`src/rtl/demux_1xn_stream_pkg.sv`:
```
// Shared definitions for the 1-to-NUM_OUT stream demultiplexer.
//   state_t : packet-routing FSM states
//     ST_IDLE - next accepted beat is the first beat of a packet
//     ST_PKT  - mid-packet, routed to the latched lane
//     ST_DROP - mid-packet with an unroutable select, beats are discarded
package demux_1xn_stream_pkg;

  typedef enum logic [1:0] {
    ST_IDLE = 2'd0,
    ST_PKT  = 2'd1,
    ST_DROP = 2'd2
  } state_t;

endpackage

```
`src/rtl/demux_1xn_stream_reg_slice.sv`:
```
// One-entry valid/ready register slice.
// A new entry may be loaded in the same cycle the held one drains, so a
// continuous stream moves at one beat per cycle with no bubble. The held
// payload only changes on a load, so it stays stable while stalled.
// Ports:
//   clk, rst_n          clock, asynchronous active-low reset
//   in_valid/in_ready   upstream handshake
//   in_data [W]         upstream payload
//   out_valid/out_ready downstream handshake
//   out_data [W]        held payload
module demux_1xn_stream_reg_slice #(
  parameter int W = 8
) (
  input  logic         clk,
  input  logic         rst_n,
  input  logic         in_valid,
  output logic         in_ready,
  input  logic [W-1:0] in_data,
  output logic         out_valid,
  input  logic         out_ready,
  output logic [W-1:0] out_data
);

  logic         vld_p0;
  logic [W-1:0] data_p0;

  assign in_ready  = !vld_p0 || out_ready;
  assign out_valid = vld_p0;
  assign out_data  = data_p0;

  // Stage p0: single buffered entry
  always_ff @(posedge clk or negedge rst_n) begin
    if (!rst_n) begin
      vld_p0  <= 1'b0;
      data_p0 <= '0;
    end else if (in_valid && in_ready) begin
      vld_p0  <= 1'b1;
      data_p0 <= in_data;
    end else if (out_ready) begin
      vld_p0  <= 1'b0;
    end
  end

endmodule

```
`src/rtl/demux_1xn_stream.sv`:
```
// Registered 1-to-NUM_OUT stream demultiplexer.
// Each packet is routed whole to one output lane chosen by s_sel on its first
// beat; the lane stays locked until the beat carrying s_last. Packets whose
// select is out of range are swallowed and each discarded beat bumps a
// saturating counter. Outputs come from a one-entry register slice
// (latency 1, one beat per cycle sustained).
// Ports:
//   clk, rst_n               clock, asynchronous active-low reset
//   s_valid/s_ready          input handshake
//   s_data [DATA_W]          input beat data
//   s_sel [SEL_W]            destination lane, sampled on first beat only
//   s_last                   final beat of packet
//   m_valid [NUM_OUT]        one-hot (or zero) lane valid
//   m_ready [NUM_OUT]        per-lane ready
//   m_data [DATA_W], m_last  shared output bus
//   busy                     packet in flight (PKT or DROP)
//   drop_cnt [CNT_W]         saturating count of discarded beats
module demux_1xn_stream
  import demux_1xn_stream_pkg::*;
#(
  parameter int NUM_OUT = 2,
  parameter int DATA_W  = 8,
  parameter int CNT_W   = 8,
  localparam int SEL_W  = $clog2(NUM_OUT)
) (
  input  logic               clk,
  input  logic               rst_n,
  input  logic               s_valid,
  output logic               s_ready,
  input  logic [DATA_W-1:0]  s_data,
  input  logic [SEL_W-1:0]   s_sel,
  input  logic               s_last,
  output logic [NUM_OUT-1:0] m_valid,
  input  logic [NUM_OUT-1:0] m_ready,
  output logic [DATA_W-1:0]  m_data,
  output logic               m_last,
  output logic               busy,
  output logic [CNT_W-1:0]   drop_cnt
);

  localparam int PAY_W = SEL_W + 1 + DATA_W;
  localparam logic [SEL_W:0] NUM_OUT_W = (SEL_W + 1)'(NUM_OUT);

  function automatic logic [CNT_W-1:0] sat_inc(input logic [CNT_W-1:0] v);
    return (&v) ? v : v + 1'b1;
  endfunction

  state_t             state_q, state_d;
  logic [SEL_W-1:0]   route_q, route_d;
  logic [CNT_W-1:0]   drop_cnt_q;

  logic               first_beat;
  logic               sel_oob;
  logic               drop_beat;
  logic [SEL_W-1:0]   dest;
  logic               accept;
  logic               slice_ready;
  logic               buf_v;
  logic [SEL_W-1:0]   dest_q;
  logic [PAY_W-1:0]   pay_in, pay_out;

  assign first_beat = (state_q == ST_IDLE);
  // Extra top bit so the comparison works when NUM_OUT is a power of two.
  assign sel_oob    = ({1'b0, s_sel} >= NUM_OUT_W);
  assign drop_beat  = (state_q == ST_DROP) || (first_beat && sel_oob);
  assign dest       = first_beat ? s_sel : route_q;

  // Drop-bound beats never touch the buffer, so they are always accepted.
  assign s_ready = rst_n && (drop_beat || slice_ready);
  assign accept  = s_valid && s_ready;

  always_comb begin
    state_d = state_q;
    route_d = route_q;
    case (state_q)
      ST_IDLE: begin
        if (accept) begin
          if (!sel_oob) route_d = s_sel;
          if (!s_last)  state_d = sel_oob ? ST_DROP : ST_PKT;
        end
      end
      ST_PKT, ST_DROP: begin
        if (accept && s_last) state_d = ST_IDLE;
      end
      default: state_d = ST_IDLE;
    endcase
  end

  always_ff @(posedge clk or negedge rst_n) begin
    if (!rst_n) begin
      state_q    <= ST_IDLE;
      route_q    <= '0;
      drop_cnt_q <= '0;
    end else begin
      state_q <= state_d;
      route_q <= route_d;
      if (accept && drop_beat) drop_cnt_q <= sat_inc(drop_cnt_q);
    end
  end

  assign pay_in = {dest, s_last, s_data};

  demux_1xn_stream_reg_slice #(
    .W (PAY_W)
  ) u_slice (
    .clk       (clk),
    .rst_n     (rst_n),
    .in_valid  (s_valid && !drop_beat),
    .in_ready  (slice_ready),
    .in_data   (pay_in),
    .out_valid (buf_v),
    .out_ready (m_ready[dest_q]),
    .out_data  (pay_out)
  );

  assign dest_q   = pay_out[PAY_W-1 -: SEL_W];
  assign m_last   = pay_out[DATA_W];
  assign m_data   = pay_out[DATA_W-1:0];
  assign m_valid  = NUM_OUT'(buf_v) << dest_q;
  assign busy     = (state_q != ST_IDLE);
  assign drop_cnt = drop_cnt_q;

endmodule

```
`config.mk`:
```
export PLATFORM = sky130hd
export DESIGN_NAME = demux_1xn_stream
export DESIGN_NICKNAME = d
export VERILOG_FILES = /design/src/rtl/demux_1xn_stream_pkg.sv /design/src/rtl/demux_1xn_stream_reg_slice.sv /design/src/rtl/demux_1xn_stream.sv
export SDC_FILE = /design/constraint.sdc
export NUM_CORES = 1
export LEC_CHECK = 0
export ABC_AREA = 1
export CORE_UTILIZATION = 37
export DETAILED_ROUTE_END_ITERATION = 12
export HOLD_SLACK_MARGIN = 0.06
export MAX_ROUTING_LAYER = met4
export PLACE_DENSITY = 0.8
export SYNTH_ARGS = -nofsm -noshare
export SYNTH_HDL_FRONTEND = slang
export SYNTH_HIERARCHICAL = 1
export SYNTH_SLANG_ARGS = --single-unit
```
`constraint.sdc`:
```
create_clock -name clk -period 1.41 [get_ports clk]
set_input_delay 0.282 -clock clk [delete_from_list [all_inputs] [get_ports clk]]
set_output_delay 0.282 -clock clk [all_outputs]
set_load 0.02 [all_outputs]
```
Word-level counts from Yosys, hierarchy flattened:

Cells that the tools add are included.

* output and inout bits: 21
* word-level logic and storage cells: 41
* memories: 0
* register bits after elaboration: 22
* RAM bits: 0
* bits in latches: 0
* bits of input ports: 15
* memory bits (read-only): 0

* $lt $le $gt $ge: 1
* bitwise logic cells: 1
* multiply operators: 0
* add/sub/neg operators: 1
* mux-type cells: 9
* eq/ne operators: 5
* reduce and logical (&&, ||, !) cells: 18
* shift operators: 1
* divide/modulo/power cells: 0

Operator list (count)
* $add 8x1->8 const B: 1
* $reduce_and 8->1: 1
* $logic_and 1x1->1: 6
* $mux 2: 3
* $mux 1: 5
* $ne 2x2->1 const B: 2
* $pmux 2 s2: 1
* $reduce_and 2->1: 2
* $reduce_bool 2->1: 2
* $reduce_and 3->1: 1
* $eq 2x1->1 const B: 1
* $eq 2x2->1 const B: 1
* $logic_not 1->1: 2
* $logic_not 2->1: 1
* $logic_or 1x1->1: 2
* $lt 1x2->1 const B: 1
* $ne 2x1->1 const B: 1
* $reduce_or 2->1: 1
* $shl 1x1->2: 1
* $not 1->1: 1

Longest topological paths before layout:

* word-level depth: 9
* gate-level depth with buffers: 9
* depth with buffers taken out: 8

Modules after synthesis:

The synthesis kept the hierarchy.

Modules (own cells, without submodules)
* demux_1xn_stream_reg_slice: instances 1, sequential area each 275.3 sq um, area an instance 455.4 sq um, cells each 48
* demux_1xn_stream: instances 1, sequential area each 50.0 sq um, area an instance 206.4 sq um, cells each 33

Worst setup path after synthesis:

OpenSTA, ideal clock, no wires.

* kind: flip-flop to output port
* from: reg u_slice.data_p0[9] (netlist: u_slice/out_data[9])
* to: out s_ready
* data required time: 1128 ps
* cell stages (with the launch flop): 7
* path slack: 68 ps
* data arrival time: 1060 ps
* buffers on the path: 1
* path through: dfrtp_1 o21ai_0 inv_1 nand2_2 clkbuf_8 nand2_1 inv_1

* longest elaborated chain between the ends: 5

Ends and longest elaborated chain
* from (decl): RTL line demux_1xn_stream_reg_slice.sv:25 `logic [W-1:0] data_p0;`
* from (signal assigned): RTL line demux_1xn_stream_reg_slice.sv:38 `data_p0 <= in_data;`
* $mux 1 (implied by the code) (2 in series): RTL line demux_1xn_stream.sv:112 `.out_ready (m_ready[dest_q]),`
* $logic_or 1x1->1: RTL line demux_1xn_stream_reg_slice.sv:27 `assign in_ready = !vld_p0 || out_ready;`
* named net slice_ready: RTL line demux_1xn_stream.sv:57 `logic slice_ready;`
* $logic_or 1x1->1: RTL line demux_1xn_stream.sv:69 `assign s_ready = rst_n && (drop_beat || slice_ready);`
* $logic_and 1x1->1: RTL line demux_1xn_stream.sv:69
* to (decl): RTL line demux_1xn_stream.sv:29 `output logic s_ready,`

The timed path passes the listed nets, and every way through them passes these cells. The select of a mux whose other input is x is not followed.

Worst setup path after layout:

Ends and elaborated chain as after synthesis.

==> impl_metrics.json <==
{
  "drt-vias-per-instance": 4.22,
  "area_growth_pct": 44.8,
  "hold_viol_final": 0,
  "crit_fanout": 3,
  "crit_chain": "nand2_1 > o21ai_1 > inv_1 > nand2_2 > nand2_2 > inv_2 > buf_6",
  "netlist_top_cells_count": "29 x nand2_1, 13 x dfrtp_1, 12 x nand3_1",
  "cp_common_cell": "nand2_2",
  "p_leak_nw": 0.547,
  "initial_core_util": 0.415,
  "p_sw_frac": 0.430,
  "yosys.area.top_type": "dfrtp_1",
  "fin_crit_sh": 1.00,
  "cts_tree": "done",
  "reg2reg_depth": 7,
  "io_pins": 36,
  "ys_types": 13,
  "whs_ps": 382,
  "maxCapViolations": 0,
  "grt_pass1_vias": 560,
  "fin_setup_tns_ps": -3.12,
  "crit_arrival_ps": 1130,
  "cts_buffers": 3,
  "p_int_mw": 1.01,
  "switching_power_mw": 0.764,
  "p_seq_frac": 0.361,
  "required_ps": 1130,
  "layout.nets": 130,
  "dieArea_sq_um": 1960,
  "grt_max_degree": 16,
  "placed_area_sq_um": 933,
  "ys_async_sr_fraction": 1.00,
  "antenna_cells": 0,
  "hold_class": "in -> async",
  "timing.final.ws_setup_ps": -3.12,
  "crit_path_top_delay_cell": "dfrtp_1",
  "crit_type": "reg -> out",
  "worstReg2RegEnd": "u_slice/out_data[0]$_DFFE_PN0P_",
  "timing.fmax_mhz": 708,
  "status": "complete, but fails checks",
  "layout-drive-gt1-share": 0.167,
  "power_per_cell_area_nw_per_um2": 1850,
  "synth.top_cell.area_share": 0.491,
  "violations": "negative setup slack",
  "regToRegSetupSlack_ps": 130,
  "critPathLaunchType": "flip-flop",
  "critPathCaptureType": "output port",
  "std_cell_rows": 14,
  "hpwl_um": 1050,
  "clk_latency_ps": 270,
  "num_vias": 583,
  "synth_seq_cells": 13,
  "htree_levels": 1,
  "cpPeakStageDelay_ps": 400,
  "drcViolationCount": 0,
  "syn_inst": 81,
  "drt_iter0_markers": 14,
  "ys_seq_area_frac": 0.491,
  "yosys_warnings": 6,
  "peakVddDrop_uv": 920,
  "gr-usage-all-layers": 0.170,
  "core_region_area_sq_um": 1590,
  "antenna_found_initial": 0,
  "synth_area_leaders": "dfrtp_1 49%, nand2_1 16%, buf_4 10%",
  "cts_sinks": 13,
  "power_frac_comb": 0.516,
  "grt_overflow_total": 0,
  "skew_ps": 5.68,
  "synth_flop_cell": "dfrtp_1",
  "synth_most_common_cell": "nand2_1",
  "drt-wirelength-per-cell_um": 9.99,
  "finalWirelength_um": 1380,
  "numPortBuffers": 27,
  "pwr-share-clk": 0.123,
  "total_power_mw": 1.78,
  "die_h_um": 44.3,
  "dp_slack_ps": -638,
  "grt_pass1_wl_um": 2250,
  "r2r-start": "u_slice/out_data[9]$_DFFE_PN0P_",
  "synthesis.area_sq_um": 662,
  "rsz0062_at_grt": "yes",
  "die_w_um": 44.3,
  "place_congestion": 0.738,
  "drt-pass1-iter-count": 3,
  "syn_area_per_cell_sq_um": 8.17,
  "clockBufferDepth": 2,
  "synth_edf_count": 0,
  "drv_slew": 0,
  "cts_hold_buf": 0,
  "clk_pin_slew_ps": 80,
  "setup_viol": 1,
  "clock-root-buffer": "clkbuf_4",
  "postLayoutCellArea_sq_um": 958,
  "min_period_ps": 1410,
  "antenna_left": 0
}
==> placed cells by master, fill, tap and decap left out, drive strengths merged <==
master | netlist | layout
inv | 7 | 7
clkdlybuf4s50 | 0 | 12
conb | 1 | 8
buf | 10 | 9
nand4 | 1 | 1
nor2 | 2 | 2
dlygate4sd2 | 0 | 10
dlymetal6s2s | 0 | 2
dfrtp | 13 | 13
clkbuf | 1 | 4
nand3 | 12 | 12
nand2 | 32 | 32
o21ai | 2 | 2
==> registers in the layout (all words and copies together), names as in the netlist <==
| name | flops |
|---|---|
| u_slice/out_valid | 1 |
| route_q | 1 |
| u_slice/out_data | 10 |
| state_q | 1 |
==> power groups by stage <==
stage / clock (mW) / combinational (mW) / sequential [mW]
floorplan: 0 / 0.419 / 0.806
global placement: 0 / 0.981 / 0.648
detailed placement: 0 / 1.01 / 0.654
CTS: 0.230 / 0.899 / 0.642
global route: 0.258 / 1.01 / 0.664
finish: 0.218 / 0.917 / 0.642
==> cell type report <==
class | count | area [sq um]
fillers | 147 | 636
flip-flops and latches | 13 | 325
repair buffers | 33 | 302
multi-input cells | 57 | 249
well taps | 24 | 30.0
clock buffers | 4 | 26.3
inverters | 7 | 26.3
==> through the flow <==
stage | util | cells
after floorplan | - | 88
after global placement | 0.586 | 133
after detailed placement | 0.586 | 133
after CTS | 0.590 | 137
after global routing | 0.601 | 138
final | 0.601 | 138
==> per-layer routing <==
layer / share of wire / up-vias / track usage
li1: - / 300 / -
met1: 0.43 / 257 / 0.176
met2: 0.49 / 24 / 0.262
met3: 0.070 / 2 / 0.0939
met4: 0.010 / 0 / 0.0788
met5: 0 / - / -
==> kinds of logic after synthesis <==
logic type / synth area share
AND/OR/NAND/NOR: 0.308
flip-flops: 0.491
other: 0.00567
buffers and inverters: 0.180
AO/OA/AOI/OAI: 0.0151
==> how the worst max path moves through the flow <==
stage	startpoint	end	slack, ps	cells past startpoint
global route	u_slice/out_data[9]$_DFFE_PN0P_	s_ready	-90	6
floorplan	u_slice/out_data[9]$_DFFE_PN0P_	s_ready	70	6
detailed placement	m_ready[0]	s_ready	-640	8
finish	u_slice/out_data[9]$_DFFE_PN0P_	s_ready	-3	7
CTS	m_ready[0]	s_ready	-110	8
global placement	m_ready[0]	s_ready	-620	8
==> critical path: cells and delay by family, from the launching register on <==
family          cells  cell delay (ps)
flops               1              400
buf+inv             3              220
compound gates      1               50
simple gates        3              190
==> repair_timing <==
item | in CTS | in global routing
buffers inserted | 0 | 1
pin swaps | 0 | 1
resized for setup | 27 | 4
setup endpoints to repair | 14 | 13
(Power assumes the default switching activity.)
